--- config.mk ---
export PLATFORM = sky130hd
export DESIGN_NAME = mult_share_ctrl
export DESIGN_NICKNAME = d
export VERILOG_FILES = /design/src/rtl/mult_share_ctrl.sv
export SDC_FILE = /design/constraint.sdc
export NUM_CORES = 1
export LEC_CHECK = 0
export BUFFER_PORTS_ARGS = -buffer_cell sky130_fd_sc_hd__buf_2
export CORE_AREA = 2 2 182 184
export DETAILED_ROUTE_END_ITERATION = 6
export DIE_AREA = 0 0 184 186
export HOLD_SLACK_MARGIN = 0.02
export PLACE_DENSITY = 0.45
export SETUP_SLACK_MARGIN = 0.1
export SLEW_MARGIN = 20
export SYNTH_ARGS = -nofsm -noshare
export SYNTH_HDL_FRONTEND = slang
export SYNTH_SLANG_ARGS = --single-unit
--- constraint.sdc ---
create_clock -name clk -period 3.5 [get_ports clk]
set_input_delay 0.175 -clock clk [delete_from_list [all_inputs] [get_ports clk]]
set_output_delay 0.175 -clock clk [all_outputs]
set_load 0.01 [all_outputs]
--- src/rtl/mult_share_ctrl.sv ---
// ============================================================================
// Module   : mult_share_ctrl
// Purpose  : Round-robin arbiter/sequencer sharing one 32x32->64 signed
//            multiplier among NREQ requesters. Optional watchdog: MULT_TIMEOUT_EN.
// Revision : 1.0  initial release
// ============================================================================
`default_nettype none

module mult_share_ctrl #(
    parameter int NREQ    = 4,
    parameter int TIMEOUT = 255
) (
    input  logic               clk,
    input  logic               rst,
    input  logic [NREQ-1:0]    req,
    input  logic [NREQ*32-1:0] a_in,
    input  logic [NREQ*32-1:0] b_in,
    output logic [NREQ-1:0]    gnt,
    output logic [NREQ-1:0]    done,
    output logic [63:0]        result,
    output logic               err,
    output logic               mul_en,
    output logic [31:0]        mul_a,
    output logic [31:0]        mul_b,
    input  logic               mul_busy,
    input  logic [63:0]        mul_r
);

    localparam int PW = (NREQ > 1) ? $clog2(NREQ) : 1;
    localparam logic [PW:0] C_NREQ = (PW+1)'(NREQ);

    localparam logic [2:0] ST_IDLE      = 3'd0;
    localparam logic [2:0] ST_ISSUE     = 3'd1;
    localparam logic [2:0] ST_WAIT_BUSY = 3'd2;
    localparam logic [2:0] ST_WAIT_DONE = 3'd3;
    localparam logic [2:0] ST_RESP      = 3'd4;

    logic [2:0]      r_state;
    logic [PW-1:0]   r_ptr;
    logic            w_found;
    logic [PW-1:0]   w_winner;
    logic [NREQ-1:0] w_gnt;
    logic            w_timeout;
    logic [31:0]     w_a_arr [NREQ];
    logic [31:0]     w_b_arr [NREQ];

    for (genvar i = 0; i < NREQ; i++) begin : g_slice
        assign w_a_arr[i] = a_in[32*i+31 -: 32];
        assign w_b_arr[i] = b_in[32*i+31 -: 32];
    end

    // Scan starts one past the last winner so a re-requesting owner ranks last.
    always_comb begin
        logic [PW:0] w_scan;
        w_found  = 1'b0;
        w_winner = r_ptr;
        w_scan   = '0;
        for (int k = 1; k <= NREQ; k++) begin
            w_scan = {1'b0, r_ptr} + (PW+1)'(k);
            if (w_scan >= C_NREQ) begin
                w_scan = w_scan - C_NREQ;
            end
            if (!w_found && req[w_scan[PW-1:0]]) begin
                w_found  = 1'b1;
                w_winner = w_scan[PW-1:0];
            end
        end
    end

    assign w_gnt = {{(NREQ-1){1'b0}}, 1'b1} << w_winner;

`ifdef MULT_TIMEOUT_EN
    localparam int TW = (TIMEOUT > 255) ? 16 : 8;

    logic [TW-1:0] r_wdog;
    logic          w_waiting;

    assign w_waiting = (r_state == ST_WAIT_BUSY) || (r_state == ST_WAIT_DONE);
    // A normal completion in the expiry cycle wins over the watchdog.
    assign w_timeout = w_waiting && (r_wdog == TW'(TIMEOUT - 1)) &&
                       !((r_state == ST_WAIT_DONE) && !mul_busy);

    always_ff @(posedge clk) begin
        if (rst) begin
            r_wdog <= '0;
            err    <= 1'b0;
        end else begin
            if (r_state == ST_ISSUE) begin
                r_wdog <= '0;
            end else if (w_waiting) begin
                r_wdog <= r_wdog + TW'(1);
            end
            if (w_timeout) begin
                err <= 1'b1;
            end
        end
    end
`else
    assign w_timeout = 1'b0;
    assign err       = 1'b0;
`endif

    always_ff @(posedge clk) begin
        if (rst) begin
            r_state <= ST_IDLE;
            r_ptr   <= PW'(NREQ - 1);
            gnt     <= '0;
            done    <= '0;
            result  <= '0;
            mul_en  <= 1'b0;
            mul_a   <= '0;
            mul_b   <= '0;
        end else begin
            case (r_state)
                ST_IDLE: begin
                    if (w_found) begin
                        gnt     <= w_gnt;
                        r_ptr   <= w_winner;
                        mul_a   <= w_a_arr[w_winner];
                        mul_b   <= w_b_arr[w_winner];
                        mul_en  <= 1'b1;
                        r_state <= ST_ISSUE;
                    end
                end
                ST_ISSUE: begin
                    mul_en  <= 1'b0;
                    r_state <= ST_WAIT_BUSY;
                end
                ST_WAIT_BUSY: begin
                    if (w_timeout) begin
                        result  <= '0;
                        done    <= gnt;
                        r_state <= ST_RESP;
                    end else if (mul_busy) begin
                        r_state <= ST_WAIT_DONE;
                    end
                end
                ST_WAIT_DONE: begin
                    if (!mul_busy) begin
                        result  <= mul_r;
                        done    <= gnt;
                        r_state <= ST_RESP;
                    end else if (w_timeout) begin
                        result  <= '0;
                        done    <= gnt;
                        r_state <= ST_RESP;
                    end
                end
                ST_RESP: begin
                    done    <= '0;
                    gnt     <= '0;
                    r_state <= ST_IDLE;
                end
                default: begin
                    r_state <= ST_IDLE;
                end
            endcase
        end
    end

endmodule

`default_nettype wire

==> insert_results.sql <==
INSERT INTO impl_metrics (metric_group, metric, value, unit) VALUES
('pwr', 'design_power_total', '0.00556', 'W'),
('synthesis', 'synthesis.area_per_instance', '8.17', 'µm²'),
('die', 'initial_utilization', '22.3', '%'),
('routing', 'vias_per_cell', '4.77', ''),
('pwr', 'internal_power', '0.00371', 'W'),
('grt', 'grt_overflow_total', '0', ''),
('sta', 'timing.final.hold_violations', '0', ''),
('setup_path', 'setup.reg_to_reg.worst_slack', '1.05', 'ns'),
('setup_path', 'rr_startpoint', 'r_ptr[0]', ''),
('final_layout', 'drive_gt1_share', '38.3', '%'),
('sta', 'min_period', '2.45', 'ns'),
('pwr', 'relative_contribution_of_the_clock_network_to_total_power', '34.7', '%'),
('placement', 'placedInstanceArea', '9830', 'µm²'),
('routing', 'detailroute.via_count', '8544', ''),
('synthesis', 'synth_seq_area_share', '39.6', '%'),
('setup_path', 'cpLargestDelayFamily', 'buffers and inverters', ''),
('routing', 'dr_drc_count', '0', ''),
('die', 'fp.dieArea', '34200', 'µm²'),
('clock_tree', 'cts_tree', 'done', ''),
('die', 'core_area', '32200', 'µm²'),
('pwr', 'seq_power_share', '34.9', '%'),
('routing', 'post_drt_wl_per_cell', '18.5', 'µm'),
('routing', 'drt_pre_antenna_iters', '5', ''),
('status', 'outcome', 'complete, no violations', ''),
('clock_tree', 'cts-htree-levels', '4', ''),
('clock_tree', 'number_of_clock_buffers_inserted_by_tritoncts', '17', ''),
('synthesis', 'synth_fp_nets', '1205', ''),
('die', 'fp.dieH', '186', 'µm'),
('pwr', 'pwr-share-comb', '30.4', '%'),
('sta', 'layout_worst_path_cycle_share', '70.0', '%'),
('synthesis', 'postSynth.asyncResetShare', '0', '%'),
('setup_path', 'crit_chain', 'nor2b_1 > o21a_2 > nor3_4 > buf_4 > mux2i_1 > dlygate4sd3_1 > o211ai_1', ''),
('clock_tree', 'clock_path_buffers', '2', ''),
('pwr', 'p_switching', '0.00185', 'W'),
('clock_tree', 'worst_skew_pair.late_latency', '0.44', 'ns'),
('synthesis', 'mappedNetlistArea', '7180', 'µm²'),
('pwr', 'power.static_leakage', '5.24', 'nW'),
('setup_path', 'start_kind', 'flip-flop', ''),
('min_path', 'end_of_the_worst_hold_path', 'mul_b[21]', ''),
('pwr', 'power_density', '493', 'nW/µm²'),
('clock_tree', 'clk_transition_reported_paths', '0.06', 'ns'),
('sta', 'worst-slew-pin-transition', '0.878', 'ns'),
('routing', 'detail-route-antenna-nets', '0', ''),
('sta', 'setup_viol', '0', ''),
('pwr', 'max-vdd-ir-drop', '0.000338', 'V'),
('synthesis', 'synth_ff_type', 'sky130_fd_sc_hd__dfxtp_1', ''),
('grt', 'grt_usage', '18.6', '%'),
('setup_path', 'regToRegEndpoint', 'mul_b[10]', ''),
('setup_path', 'endpoint_kind', 'flip-flop', ''),
('sta', 'worst_clock_skew', '0.00620', 'ns'),
('setup_path', 'worst-path-buf-inv', '2', ''),
('min_path', 'min_path_cells', '3', ''),
('die', 'die_w', '184', 'µm'),
('die', 'floorplan.io_pins', '465', ''),
('grt', 'antenna_violations_before_repair', '1', ''),
('final_layout', 'syn2layout_area_growth', '57.2', '%'),
('routing', 'route.final.wire_length', '33200', 'µm'),
('clock_tree', 'ctsRootBufferMaster', 'sky130_fd_sc_hd__clkbuf_16', ''),
('placement', 'io_buffer_count', '463', ''),
('final_layout', 'stdcell_area', '11300', 'µm²'),
('grt', 'vias_in_the_first_global_route', '8414', ''),
('sta', 'fmax', '0.408', 'GHz'),
('sta', 'relSlewSlack', '41.5', '%'),
('placement', 'hpwl', '23300', 'µm'),
('min_path', 'hold_path_origin', 'b_in[117]', ''),
('sta', 'timing.hold.ws', '0.0444', 'ns'),
('setup_path', 'slowest_stage', 'sky130_fd_sc_hd__dlygate4sd3_1', ''),
('sta', 'post_route_setup_tns', '0', 'ns'),
('setup_path', 'path_class', 'flip-flop to flip-flop', ''),
('setup_path', 'worst_r2r_path_depth', '7', ''),
('grt', 'global_route_wire_length_before_repair', '48300', 'µm');
per-layer routing:
metal	vias up	wire length, µm	GRT usage, %
met4	0	1070	7.68
met1	3902	13100	21.3
met2	392	16100	31.8
li1	4192	-	-
met5	-	0	0
met3	58	2810	6.20
cells by family after synthesis:
logic type	after synthesis	share of synthesized area, %
simple gates	300	19.0
buf+inv	95	6.02
compound gates	275	26.3
other cells	1	0.0523
mux	65	9.07
flops	142	39.6
synth_stat cells, drive strengths merged (9+ instances only):
library cell | n | area share [%]
o211ai | 64 | 6.8
buf | 24 | 2.3
o31ai | 64 | 6.7
nand4 | 63 | 5.5
mux2i | 65 | 9.1
clkbuf | 70 | 3.7
dfxtp | 142 | 40
nand2 | 199 | 10
nand3 | 10 | 0.70
nor2 | 9 | 0.51
a21o | 64 | 6.7
a21oi | 73 | 5.1
worst max-delay path by stage:
stage	slack (ns)	end	depth (start not counted)	startpoint
3_5_place_dp	1.03	mul_a[30]	6	req[1]
3_3_place_gp	1.09	mul_a[30]	6	r_ptr[0]
6_report	1.05	mul_b[10]	7	r_ptr[0]
4_1_cts	1.04	mul_a[30]	6	r_ptr[0]
2_1_floorplan	1.83	result[0]	8	r_state[1]
5_1_grt	0.85	mul_a[30]	6	r_ptr[0]
cell type report:
type                            count  area [µm²]
Multi-Input combinational cell    641        3960
Clock inverter                     12         159
Fill cell                        3469       20900
Sequential cell                   142        2840
Inverter                            1        3.75
Clock buffer                       19         453
Tap cell                          408         510
Timing Repair Buffer              568        3350
cells in the final DEF (no fill, tap or decap), types with 10 or more instances in the layout:
| cell type | n |
|---|---|
| sky130_fd_sc_hd__o211ai_1 | 63 |
| sky130_fd_sc_hd__a21o_1 | 63 |
| sky130_fd_sc_hd__buf_2 | 463 |
| sky130_fd_sc_hd__clkbuf_16 | 17 |
| sky130_fd_sc_hd__nand2_1 | 197 |
| sky130_fd_sc_hd__mux2i_1 | 65 |
| sky130_fd_sc_hd__a21oi_1 | 72 |
| sky130_fd_sc_hd__dlygate4sd3_1 | 84 |
| sky130_fd_sc_hd__o31ai_1 | 64 |
| sky130_fd_sc_hd__nand4_1 | 63 |
| sky130_fd_sc_hd__dfxtp_1 | 142 |
| sky130_fd_sc_hd__nand3_1 | 10 |
| sky130_fd_sc_hd__buf_4 | 18 |
state kept, by name, summed over array words and instances, names as in the netlist:
signal and flops:
r_state 3, r_ptr 2, gnt 4, mul_a 32
mul_en 1, done 4, result 64, mul_b 32
power groups by stage:
stage / Clock, W / Combinational, W / Sequential (W)
after floorplan: 0 / 0.000855 / 0.00204
after global placement: 0 / 0.00162 / 0.00198
after detailed placement: 0 / 0.00163 / 0.00198
after CTS: 0.00200 / 0.00172 / 0.00195
after global routing: 0.00206 / 0.00185 / 0.00197
final: 0.00193 / 0.00169 / 0.00194
worst reg2reg max path, stage by stage, from the launching register on:
cell and delay [ns]:
sky130_fd_sc_hd__dfxtp_1 0.39, sky130_fd_sc_hd__nor2b_1 0.12, sky130_fd_sc_hd__o21a_2 0.25, sky130_fd_sc_hd__nor3_4 0.24, sky130_fd_sc_hd__buf_4 0.42, sky130_fd_sc_hd__mux2i_1 0.24, sky130_fd_sc_hd__dlygate4sd3_1 0.57, sky130_fd_sc_hd__o211ai_1 0.08
through the flow:
stage	util [%]	setup WS [ns]	instances
final	35.0	1.05	1791
after floorplan	-	1.83	878
after CTS	35.0	1.04	1791
after detailed placement	30.5	1.03	1676
after global routing	35.0	0.847	1791
after global placement	30.5	1.09	1676
timing repair:
item	in CTS	in global routing
hold buffers	84	0
endpoints found under the hold margin	76	0
buffers inserted	0	0
resized for setup	0	0
(Power assumes the default switching activity.)
